$ cat src/rtl/cnn_seq_pkg.sv
// rtl/cnn_seq_pkg.sv - shared state type, fill pattern and address helper for the conv input sequencer
package cnn_seq_pkg;

  typedef enum logic [2:0] {
    IDLE          = 3'd0,
    PRIME         = 3'd1,
    LOAD          = 3'd2,
    STREAM        = 3'd3,
    WAIT_NOT_HOLD = 3'd4,
    DONE          = 3'd5
  } seq_state_t;

  localparam logic [31:0] PIXEL_FILL = 32'habababab;

  // First RAM word of channel c in the channel-major image.
  function automatic int unsigned channel_base(input int unsigned c,
                                               input int unsigned rows,
                                               input int unsigned cols);
    return c * rows * cols;
  endfunction

endpackage

$ cat src/rtl/seq_round_robin.sv
// rtl/seq_round_robin.sv - active channel register plus next non-exhausted channel search
// The search starts one past the current channel and may land back on it.
module seq_round_robin #(
  parameter  int N_CHANNELS = 3,
  localparam int CH_W       = (N_CHANNELS > 1) ? $clog2(N_CHANNELS) : 1
) (
  input  logic                  clock_i,
  input  logic                  reset_i,
  input  logic                  clear_i,
  input  logic                  advance_i,
  input  logic [N_CHANNELS-1:0] exhausted_i,
  output logic [CH_W-1:0]       ch_o,
  output logic [CH_W-1:0]       next_o,
  output logic                  all_exhausted_o
);

  logic [CH_W-1:0] ch_q;
  logic [CH_W:0]   idx;
  logic            found;

  always_comb begin
    next_o = ch_q;
    found  = 1'b0;
    idx    = '0;
    for (int k = 1; k <= N_CHANNELS; k++) begin
      idx = {1'b0, ch_q} + (CH_W+1)'(k);
      if (idx >= (CH_W+1)'(N_CHANNELS)) idx = idx - (CH_W+1)'(N_CHANNELS);
      if (!found && !exhausted_i[idx[CH_W-1:0]]) begin
        next_o = idx[CH_W-1:0];
        found  = 1'b1;
      end
    end
  end

  assign all_exhausted_o = &exhausted_i;
  assign ch_o            = ch_q;

  always_ff @(posedge clock_i or posedge reset_i) begin
    if (reset_i)        ch_q <= '0;
    else if (clear_i)   ch_q <= '0;
    else if (advance_i) ch_q <= next_o;
  end

endmodule

$ cat src/rtl/conv_input_sequencer.sv
// rtl/conv_input_sequencer.sv - streams a channel-major image from RAM to the conv core, one channel at a time
// Optional SEQ_PERF_COUNTERS_EN adds stall and hold-switch counters.
module conv_input_sequencer
  import cnn_seq_pkg::*;
#(
  parameter int ADDR_WIDTH = 16,
  parameter int DATA_WIDTH = 32,
  parameter int N_ROWS     = 28,
  parameter int N_COLS     = 28,
  parameter int N_CHANNELS = 3
) (
  input  logic                                  clock_i,
  input  logic                                  reset_i,
  input  logic                                  start_i,
  input  logic [DATA_WIDTH-1:0]                 ram_data_i,
  input  logic [N_CHANNELS-1:0]                 hold_data_i,
  output logic [ADDR_WIDTH-1:0]                 ram_rdaddress_o,
  output logic [N_CHANNELS-1:0][DATA_WIDTH-1:0] data_o,
  output logic [N_CHANNELS-1:0]                 data_valid_o,
  output logic                                  busy_o,
  output logic                                  done_o
`ifdef SEQ_PERF_COUNTERS_EN
  ,
  output logic [31:0]                           stall_cycles_o,
  output logic [15:0]                           switch_count_o
`endif
);

  localparam int N_PIX = N_ROWS * N_COLS;
  localparam int PTR_W = $clog2(N_PIX + 1);
  localparam int CH_W  = (N_CHANNELS > 1) ? $clog2(N_CHANNELS) : 1;
  localparam logic [PTR_W-1:0]      N_PIX_P = PTR_W'(N_PIX);
  localparam logic [DATA_WIDTH-1:0] FILL    = DATA_WIDTH'(PIXEL_FILL);

  if (N_CHANNELS < 1 ||
      longint'(N_CHANNELS) * N_ROWS * N_COLS > (longint'(1) << ADDR_WIDTH)) begin : g_param_check
    $error("conv_input_sequencer: image does not fit in ADDR_WIDTH or N_CHANNELS < 1");
  end

  seq_state_t                            state_q;
  logic [ADDR_WIDTH-1:0]                 addr_q;
  logic [N_CHANNELS-1:0][PTR_W-1:0]      ptr_q;
  logic [N_CHANNELS-1:0]                 exhausted_q;
  logic [N_CHANNELS-1:0][DATA_WIDTH-1:0] data_q;
  logic [N_CHANNELS-1:0]                 valid_q;
  logic                                  busy_q;
  logic                                  done_q;

  logic [CH_W-1:0]       ch, next_ch, sel_ch;
  logic [PTR_W-1:0]      cur_ptr;
  logic                  cur_hold, next_hold, all_exh;
  logic                  start_accept, hold_switch, last_consume, advance;
  logic [N_CHANNELS-1:0] rr_mask;
  logic [ADDR_WIDTH-1:0] resume_addr;

  assign start_accept = (state_q == IDLE) && start_i;
  assign cur_hold     = hold_data_i[ch];
  assign cur_ptr      = ptr_q[ch];
  assign next_hold    = hold_data_i[next_ch];
  assign hold_switch  = (state_q == STREAM) && cur_hold;
  assign last_consume = (state_q == STREAM) && !cur_hold && (cur_ptr == N_PIX_P);
  // The channel finishing this edge must already count as exhausted for the search.
  assign rr_mask      = exhausted_q | (last_consume ? (N_CHANNELS'(1) << ch) : '0);
  assign advance      = hold_switch || (last_consume && !all_exh);

  seq_round_robin #(.N_CHANNELS(N_CHANNELS)) u_rr (
    .clock_i         (clock_i),
    .reset_i         (reset_i),
    .clear_i         (start_accept),
    .advance_i       (advance),
    .exhausted_i     (rr_mask),
    .ch_o            (ch),
    .next_o          (next_ch),
    .all_exhausted_o (all_exh)
  );

  assign sel_ch      = (state_q == WAIT_NOT_HOLD) ? ch : next_ch;
  assign resume_addr = ADDR_WIDTH'(channel_base(32'(sel_ch), N_ROWS, N_COLS))
                     + ADDR_WIDTH'(ptr_q[sel_ch]);

  // The address runs one word ahead of data_o so RAM latency is hidden while streaming.
  // A switch to a channel whose hold is already low skips the wait state, keeping
  // the switch cost at PRIME plus LOAD.
  always_ff @(posedge clock_i or posedge reset_i) begin
    if (reset_i) begin
      state_q     <= IDLE;
      addr_q      <= '0;
      ptr_q       <= '0;
      exhausted_q <= '0;
      data_q      <= {N_CHANNELS{FILL}};
      valid_q     <= '0;
      busy_q      <= 1'b0;
      done_q      <= 1'b0;
    end else begin
      done_q <= 1'b0;
      case (state_q)
        IDLE: if (start_i) begin
          busy_q      <= 1'b1;
          ptr_q       <= '0;
          exhausted_q <= '0;
          addr_q      <= '0;
          state_q     <= PRIME;
        end
        PRIME: begin
          addr_q  <= addr_q + ADDR_WIDTH'(1);
          state_q <= LOAD;
        end
        LOAD: begin
          data_q[ch]  <= ram_data_i;
          ptr_q[ch]   <= cur_ptr + PTR_W'(1);
          addr_q      <= addr_q + ADDR_WIDTH'(1);
          valid_q[ch] <= 1'b1;
          state_q     <= STREAM;
        end
        STREAM: begin
          if (cur_hold) begin
            valid_q[ch] <= 1'b0;
            ptr_q[ch]   <= cur_ptr - PTR_W'(1);
            state_q     <= next_hold ? WAIT_NOT_HOLD : PRIME;
            if (!next_hold) addr_q <= resume_addr;
          end else if (cur_ptr == N_PIX_P) begin
            valid_q[ch]     <= 1'b0;
            exhausted_q[ch] <= 1'b1;
            if (all_exh) begin
              state_q <= DONE;
              done_q  <= 1'b1;
            end else begin
              state_q <= next_hold ? WAIT_NOT_HOLD : PRIME;
              if (!next_hold) addr_q <= resume_addr;
            end
          end else begin
            data_q[ch] <= ram_data_i;
            ptr_q[ch]  <= cur_ptr + PTR_W'(1);
            addr_q     <= addr_q + ADDR_WIDTH'(1);
          end
        end
        WAIT_NOT_HOLD: if (!cur_hold) begin
          addr_q  <= resume_addr;
          state_q <= PRIME;
        end
        DONE: begin
          busy_q  <= 1'b0;
          state_q <= IDLE;
        end
        default: state_q <= IDLE;
      endcase
    end
  end

  assign ram_rdaddress_o = addr_q;
  assign data_o          = data_q;
  assign data_valid_o    = valid_q;
  assign busy_o          = busy_q;
  assign done_o          = done_q;

`ifdef SEQ_PERF_COUNTERS_EN
  logic [31:0] stall_q;
  logic [15:0] switch_q;

  always_ff @(posedge clock_i or posedge reset_i) begin
    if (reset_i) begin
      stall_q  <= '0;
      switch_q <= '0;
    end else if (start_accept) begin
      stall_q  <= '0;
      switch_q <= '0;
    end else begin
      if (busy_q && (valid_q == '0) && (stall_q != '1)) stall_q <= stall_q + 32'd1;
      if (hold_switch && (switch_q != '1))              switch_q <= switch_q + 16'd1;
    end
  end

  assign stall_cycles_o = stall_q;
  assign switch_count_o = switch_q;
`endif

endmodule

$ cat config.mk
export PLATFORM = sky130hd
export DESIGN_NAME = conv_input_sequencer
export DESIGN_NICKNAME = d
export VERILOG_FILES = /design/src/rtl/cnn_seq_pkg.sv /design/src/rtl/seq_round_robin.sv /design/src/rtl/conv_input_sequencer.sv
export SDC_FILE = /design/constraint.sdc
export NUM_CORES = 1
export LEC_CHECK = 0
export BUFFER_PORTS_ARGS = -buffer_cell sky130_fd_sc_hd__buf_2
export CAP_MARGIN = 10
export CELL_PAD_IN_SITES_DETAIL_PLACEMENT = 1
export CELL_PAD_IN_SITES_GLOBAL_PLACEMENT = 2
export CORE_MARGIN = 2
export CORE_UTILIZATION = 39
export DETAILED_ROUTE_END_ITERATION = 10
export MAX_ROUTING_LAYER = met4
export PLACE_DENSITY_LB_ADDON = 0.1
export SYNTH_ARGS = -nofsm -noshare
export SYNTH_HDL_FRONTEND = slang
export SYNTH_HIERARCHICAL = 1
export SYNTH_SLANG_ARGS = --single-unit
$ cat constraint.sdc
create_clock -name clock_i -period 8.73 [get_ports clock_i]
set_input_delay 1.3095 -clock clock_i [delete_from_list [all_inputs] [get_ports clock_i]]
set_output_delay 1.3095 -clock clock_i [all_outputs]
set_load 0.1 [all_outputs]
==> results.md, run 1 <==
- Status: completed
- Highest routing layer actually used: met4
- Area Growth Syn to Fin: 17.6%
- Vias in the first global route: 7642
- Top post-synthesis cells by area: dfrtp_1, dfstp_2, mux2_2
- Syn Inst Count: 856
- Synthesized cell area: 0.00911 mm2
- Number of enable flip-flop cells after synthesis: 0
- Final wirelength: 29900 um
- Ant diodes: 0
- CTS root buf: clkbuf_16
- Crit path arrival time: 7.10 ns
- Met2 wire len: 14300 um
- CP required: 9.04 ns
- Yosys cell types: 88
- # setup viols final: 0
- Hold Violations, Final: 0
- Hold buffers post-CTS: 0
- Initial Utilization: 0.400
- Yosys reg bits: 155
- Via/cell ratio: 5.76
- Sequential fraction of the synthesis area: 0.434
- Slowest stage delay, CP: 1.00 ns
- Number of vias in the routed layout: 7622
- Post-Layout Cell Count: 1324
- Slew headroom: 0.240
- Total GRT Usage: 0.253
- Pre-Repair DR Iteration Count: 5
- Total gr overflow: 0
- Largest net degree at the start of global routing: 100
- Post-DRT Antenna Nets: 0
- Layout net count: 1051
- CTS tree: done
- CP max stage cell: dfrtp_1
- Post-CTS Repair Setup Buffers: 0
- Synth warn: 6
- Core area: 0.0228 mm2
- Drt initial violations: 492
- Total of max-cap violations: 0
- Fraction of registers with async set/reset: 1.00
- Area occupied by registers: 0.00395 mm2
- Reg clk slew, reported paths: 0.07 ns
- CP max FO: 24
- Die outline width: 157 um
- Die height: 157 um
- Yosys top cell area share: 0.261
- M1 wire length: 14000 um
- TritonCTS buffer count: 17
- Top FF cell, synth: dfrtp_1
- Bufs and invs on worst path: 2
- CP startpoint kind: flop
- Min cycle time layout: 6.79 ns
- Most frequent cells in the layout: buf_2, mux2_2, dfrtp_1
- Dpl cells: 1293
- Most common cell after layout, fill and taps aside: buf_2
- Crit share post-route: 0.778
- CP top delay family: compound AO/OA/AOI/OAI gates
- Share of layout cells above drive strength 1: 0.396
- IO buf count: 154
- Final GP Congestion: 0.880
- Die footprint: 0.0246 mm2
- # resized after CTS: 0
- Initial antenna violation count: 0
- Setup repair after global routing missed its margin: no
- Synthesized area per cell: 10.6 um2
- DP Wirelength: 21400 um
- Routed wire per std cell: 22.6 um
- Total I/O pin count: 155
- Worst-path cell chain: nor2b_2 -> a2bb2oi_1 -> ha_1 -> nand3_4 -> nor4_4 -> a21oi_1 -> inv_1 -> mux2i_1 -> o21ai_0 -> mux2i_1 -> nand3b_1 -> o21ai_0 -> buf_4 -> nand2_1 -> o21ai_0 -> ha_1 -> nand4b_1 -> mux2i_1 -> o41a_1 -> a21oi_1 -> xor2_1 -> o221ai_1 -> a22o_1
- Final Max Tran Viols: 0
- CTS max path bufs: 2
- Skew final: 0.00838 ns
- H-tree level count: 4
- Met3 WL: 1210 um
- Row count: 55
- Clock Sinks: 155
- Area of the multi-input gates: 0.00480 mm2
- Clk_lat worst skew: 0.43 ns
- Post-synth top area cell: dfrtp_1
- Slew at the pin closest to its max-slew limit: 1.14 ns
- Kind of critical path: reg -> reg
- HP Class: reg -> reg
- TNS Setup: 0 ns
- Fill count: 2545
- CP Capture Type: flop
- F_max: 0.147 GHz
- First-pass GRT wire length: 46200 um
- DR DRC count: 0
==> cells in the mapped netlist, drive strengths merged (6+ instances only) <==
master	instances
mux2	100
dfrtp	95
nand2	68
dfstp	60
nor2	55
o21ai	48
a21oi	41
mux2i	29
nand3	29
buf	27
inv	22
xnor2	21
clkbuf	19
nor3	16
a22o	15
o22ai	14
ha	13
o31ai	10
a221oi	9
a31oi	9
o2bb2ai	9
xor2	9
o211ai	8
a22oi	7
a2bb2oi	7
and2	7
or2	7
or3	7
and3	6
nand2b	6
nor4	6
==> final timing paths <==
path,to,from,slack (ns),cells past startpoint
max in group asynchronous,data_o[78]$_DFFE_PP0P_,reset_i,6.40,3
worst min register to register,data_o[18]$_DFFE_PP0P_,data_o[18]$_DFFE_PP0P_,0.50,1
worst max register to register,ram_rdaddress_o[9]$_DFFE_PP0P_,u_rr/ch_o[1]$_DFFE_PP0P_,1.94,23
min in group asynchronous,u_rr/ch_o[1]$_DFFE_PP0P_,reset_i,0.80,2
worst min-delay path,data_o[18]$_DFFE_PP0P_,data_o[18]$_DFFE_PP0P_,0.50,1
worst max-delay path,ram_rdaddress_o[9]$_DFFE_PP0P_,u_rr/ch_o[1]$_DFFE_PP0P_,1.94,23
==> metrics by stage <==
stage	hold WS (ns)	setup slack (ns)	utilization	area, um2
after detailed placement	0.488	2.00	0.444	10100
after CTS	0.503	1.96	0.470	10700
after global routing	0.511	1.25	0.470	10700
after global placement	0.482	2.16	0.444	10100
final	0.500	1.94	0.470	10700
after floorplan	0.464	3.00	-	9120
==> cell families (layout without fill, tap and decap cells) <==
kind of cell,after synthesis,count (layout),share of synthesized area
xor+xnor,30,30,0.0288
flops,155,155,0.434
mux,129,129,0.155
compound gates,234,234,0.192
fa+ha+maj,14,14,0.0200
simple gates,225,225,0.127
other cells,1,2,0.000412
buf+inv,68,222,0.0422
==> flip-flops by register name (all words and copies together) (netlist names), named ones only <==
signal and cells:
ram_rdaddress_o 16, data_o 96, state_q 3, busy_o 1, ptr_q 30, exhausted_q 3, u_rr/ch_o 2, done_o 1
==> cell type report <==
cell class | instances | area share
Tap cell | 313 | 0.0365
Sequential cell | 155 | 0.369
Inverter | 22 | 0.00817
Timing Repair Buffer | 169 | 0.0824
Multi-Input combinational cell | 634 | 0.448
Clock inverter | 14 | 0.0166
Clock buffer | 17 | 0.0397
==> routing by layer <==
layer | vias to the layer above | track usage
li1 | 3486 | -
met1 | 3913 | 0.345
met2 | 194 | 0.397
met3 | 29 | 0.0354
met4 | 0 | 0.0682
met5 | - | -
==> worst reg2reg max path, cell delays in order (launching register included) <==
cell,delay (ns)
dfrtp_1,1.00
nor2b_2,0.47
a2bb2oi_1,0.44
ha_1,0.38
nand3_4,0.27
nor4_4,0.56
a21oi_1,0.17
inv_1,0.23
mux2i_1,0.10
o21ai_0,0.21
mux2i_1,0.56
nand3b_1,0.14
o21ai_0,0.10
buf_4,0.21
nand2_1,0.06
o21ai_0,0.17
ha_1,0.33
nand4b_1,0.11
mux2i_1,0.13
o41a_1,0.40
a21oi_1,0.19
xor2_1,0.16
o221ai_1,0.11
a22o_1,0.19
Power of run 1 is left out: the tool's default activity adds up to more than one toggle a clock period on the data nets, which glitch-free logic cannot reach.
==> run 2, diff against run 1 <==
CORE_UTILIZATION = 33   (was 39)
clock period = 6.2 ns   (was 8.73 ns; I/O delays follow)
==> run 2 against run 1 <==
Net effect: first-iteration DRC count is 3.7% lower; worst hold slack worse by 0.12 ns; critical endpoint is now ram_rdaddress_o[7]$_DFFE_PP0P_; clock skew rose by 0.0051 ns; worst setup slack lost 1.5 ns; global-route usage decreased by 2.9 points; die area is 18% higher; critical path depth decreased by 1; highest routed layer unchanged; via count shrank 2.0%; flip-flop and latch count unchanged.
==> results.md, run 2 (same netlist as run 1, synthesis figures left out) <==
- Status: completed
- CTS max path bufs: 2 (unchanged)
- CP max stage cell: nor4_4
- Initial Utilization: 0.337 (-0.0629)
- Largest net degree at the start of global routing: 105 (+5.0%)
- FF-to-FF setup slack: 0.48 ns (-1.46 ns)
- Worst-path cell chain: nor2b_2 -> buf_12 -> o2bb2ai_4 -> nand3_4 -> nor4_4 -> a21oi_1 -> inv_1 -> inv_1 -> a211oi_1 -> o31ai_1 -> a22o_1 -> mux2i_1 -> buf_4 -> mux2i_1 -> o21ai_0 -> ha_1 -> or3_1 -> o22ai_1 -> nor2_1 -> a22oi_1 -> nor2_1 -> a221o_1
- Highest routing layer actually used: met4
- Reg clk slew, reported paths: 0.08 ns (about the same)
- TNS Setup: 0 ns (unchanged)
- Most frequent cells in the layout: buf_2, mux2_2, dfrtp_1
- Share of layout cells above drive strength 1: 0.404 (+0.00825)
- Hold Violations, Final: 0 (unchanged)
- Slew at the pin closest to its max-slew limit: 1.05 ns (-0.0891 ns)
- Met2 wire len: 14700 um (+2.8%)
- IO buf count: 154 (unchanged)
- Met3 WL: 1220 um (+1.6%)
- Final GP Congestion: 0.847 (-3.7%)
- Area Growth Syn to Fin: 19.3%
- Setup repair after global routing missed its margin: no
- Core area: 0.0270 mm2 (+19%)
- Clk_lat worst skew: 0.44 ns (about the same)
- Skew final: 0.0134 ns (+0.00506 ns)
- Hold buffers post-CTS: 0 (unchanged)
- Kind of critical path: reg -> reg
- Pre-CTS WS: 0.508 ns (-1.49 ns)
- Via/cell ratio: 5.47 (-5.0%)
- # setup viols final: 0 (unchanged)
- Total GRT Usage: 0.224 (-0.0290)
- CP Capture Type: flop
- DP Wirelength: 22500 um (+5.1%)
- Initial antenna violation count: 0 (unchanged)
- Worst r2r src: u_rr/ch_o[0]$_DFFE_PP0P_
- TritonCTS buffer count: 17 (unchanged)
- CP startpoint kind: flop
- First-pass GRT wire length: 48000 um (+3.9%)
- CP required: 6.52 ns (-2.52 ns)
- Reg2reg end: ram_rdaddress_o[7]$_DFFE_PP0P_
- Die outline width: 170 um (+8.5%)
- Clock Sinks: 155 (unchanged)
- F_max: 0.175 GHz (+19%)
- Routed wire per std cell: 23.0 um (+1.6%)
- Most common cell after layout, fill and taps aside: buf_2
- Number of vias in the routed layout: 7470 (-2.0%)
- CP max FO: 14 (-42%)
- Pre-Repair DR Iteration Count: 5 (unchanged)
- Row count: 60 (+9.1%)
- Crit path arrival time: 6.05 ns (-1.05 ns)
- Total I/O pin count: 155 (unchanged)
- Slew headroom: 0.302 (+0.0628)
- Final Max Tran Viols: 0 (unchanged)
- Slowest stage delay, CP: 0.50 ns (-0.50 ns)
- Ant diodes: 0 (unchanged)
- Post-DRT Antenna Nets: 0 (unchanged)
- HP Class: in -> async
- Fin worst setup slack: 0.477 ns (-1.46 ns)
- Die footprint: 0.0290 mm2 (+18%)
- Crit share post-route: 0.923 (+0.145)
- Fill count: 3045 (+20%)
- Largest register FFs: 96 (unchanged)
- DR DRC count: 0 (unchanged)
- Die height: 170 um (+8.5%)
- CTS tree: done
- Min cycle time layout: 5.72 ns (-1.07 ns)
- Total of max-cap violations: 0 (unchanged)
- Final wirelength: 31400 um (+4.8%)
- Layout net count: 1064 (+1.2%)
- M1 wire length: 15100 um (+8.1%)
- Worst Reg-to-Reg Cells: 22 (-4.3%)
- Vias in the first global route: 7668 (+0.34%)
- Total gr overflow: 0 (unchanged)
- CTS root buf: clkbuf_16
- Drt initial violations: 474 (-3.7%)
- H-tree level count: 4 (unchanged)
[run 2: cell count changes in the layout (fill, tap and decap cells not counted), moves of 2 or more]
cell        delta
inv_8          +2
clkinv_4       +2
buf_4         +11
clkinv_8       +4
clkinvlp_4     -2
bufinv_16      -2
inv_6          -4
[run 2: how the worst max path moves through the flow]
stage | cells after the start | slack [ns] | from | end
finish | 22 | 0.48 | u_rr/ch_o[0]$_DFFE_PP0P_ | ram_rdaddress_o[7]$_DFFE_PP0P_
global route | 22 | 0.03 | u_rr/ch_o[0]$_DFFE_PP0P_ | ram_rdaddress_o[7]$_DFFE_PP0P_
CTS | 23 | 0.46 | u_rr/ch_o[1]$_DFFE_PP0P_ | ram_rdaddress_o[7]$_DFFE_PP0P_
detailed placement | 23 | 0.51 | u_rr/ch_o[1]$_DFFE_PP0P_ | ram_rdaddress_o[7]$_DFFE_PP0P_
global placement | 25 | 0.68 | u_rr/ch_o[1]$_DFFE_PP0P_ | ram_rdaddress_o[9]$_DFFE_PP0P_
floorplan | 25 | 0.80 | u_rr/ch_o[1]$_DFFE_PP0P_ | ram_rdaddress_o[9]$_DFFE_PP0P_
[run 2: worst max-delay path, delay by kind of cell (launching register included)]
family / cells / cell delay (ns)
AO/OA/AOI/OAI: 9 / 1.77
adder cells (fa/ha/maj): 1 / 0.38
buffers and inverters: 4 / 0.78
flip-flops: 1 / 0.49
multiplexers: 2 / 0.45
AND/OR/NAND/NOR: 6 / 1.72
[run 2: per-layer routing]
| layer | global-route usage | vias up |
|---|---|---|
| met5 | - | - |
| met4 | 0.0494 | 0 |
| met3 | 0.0274 | 30 |
| met2 | 0.353 | 175 |
| met1 | 0.310 | 3750 |
| li1 | - | 3515 |
[run 2: cell type report]
class                      count  area (um2)  share of cell area
sequential                   155        3950               0.364
clock buffer                  17         425              0.0391
clock inverter                15         189              0.0174
timing repair buffer         182         997              0.0917
inverter                      22        87.6             0.00805
multi-input combinational    634        4800               0.441
tap                          341         427              0.0392
[run 2: per-stage QoR]
step           hold slack, ns  instances   util  instance area [um2]
6_report                0.377       1366  0.402                10900
5_1_grt                 0.376       1366  0.402                10900
4_1_cts                 0.366       1366  0.402                10900
3_5_place_dp            0.485       1334  0.380                10300
3_3_place_gp            0.483       1334  0.380                10300
2_1_floorplan           0.464        857      -                 9120
[run 2: timing repair]
item                       4_1_cts  5_1_grt
setup endpoints to repair        0        1
resized for setup                0        1
setup buffers                    0        0
Power of run 2 is left out for the same reason.
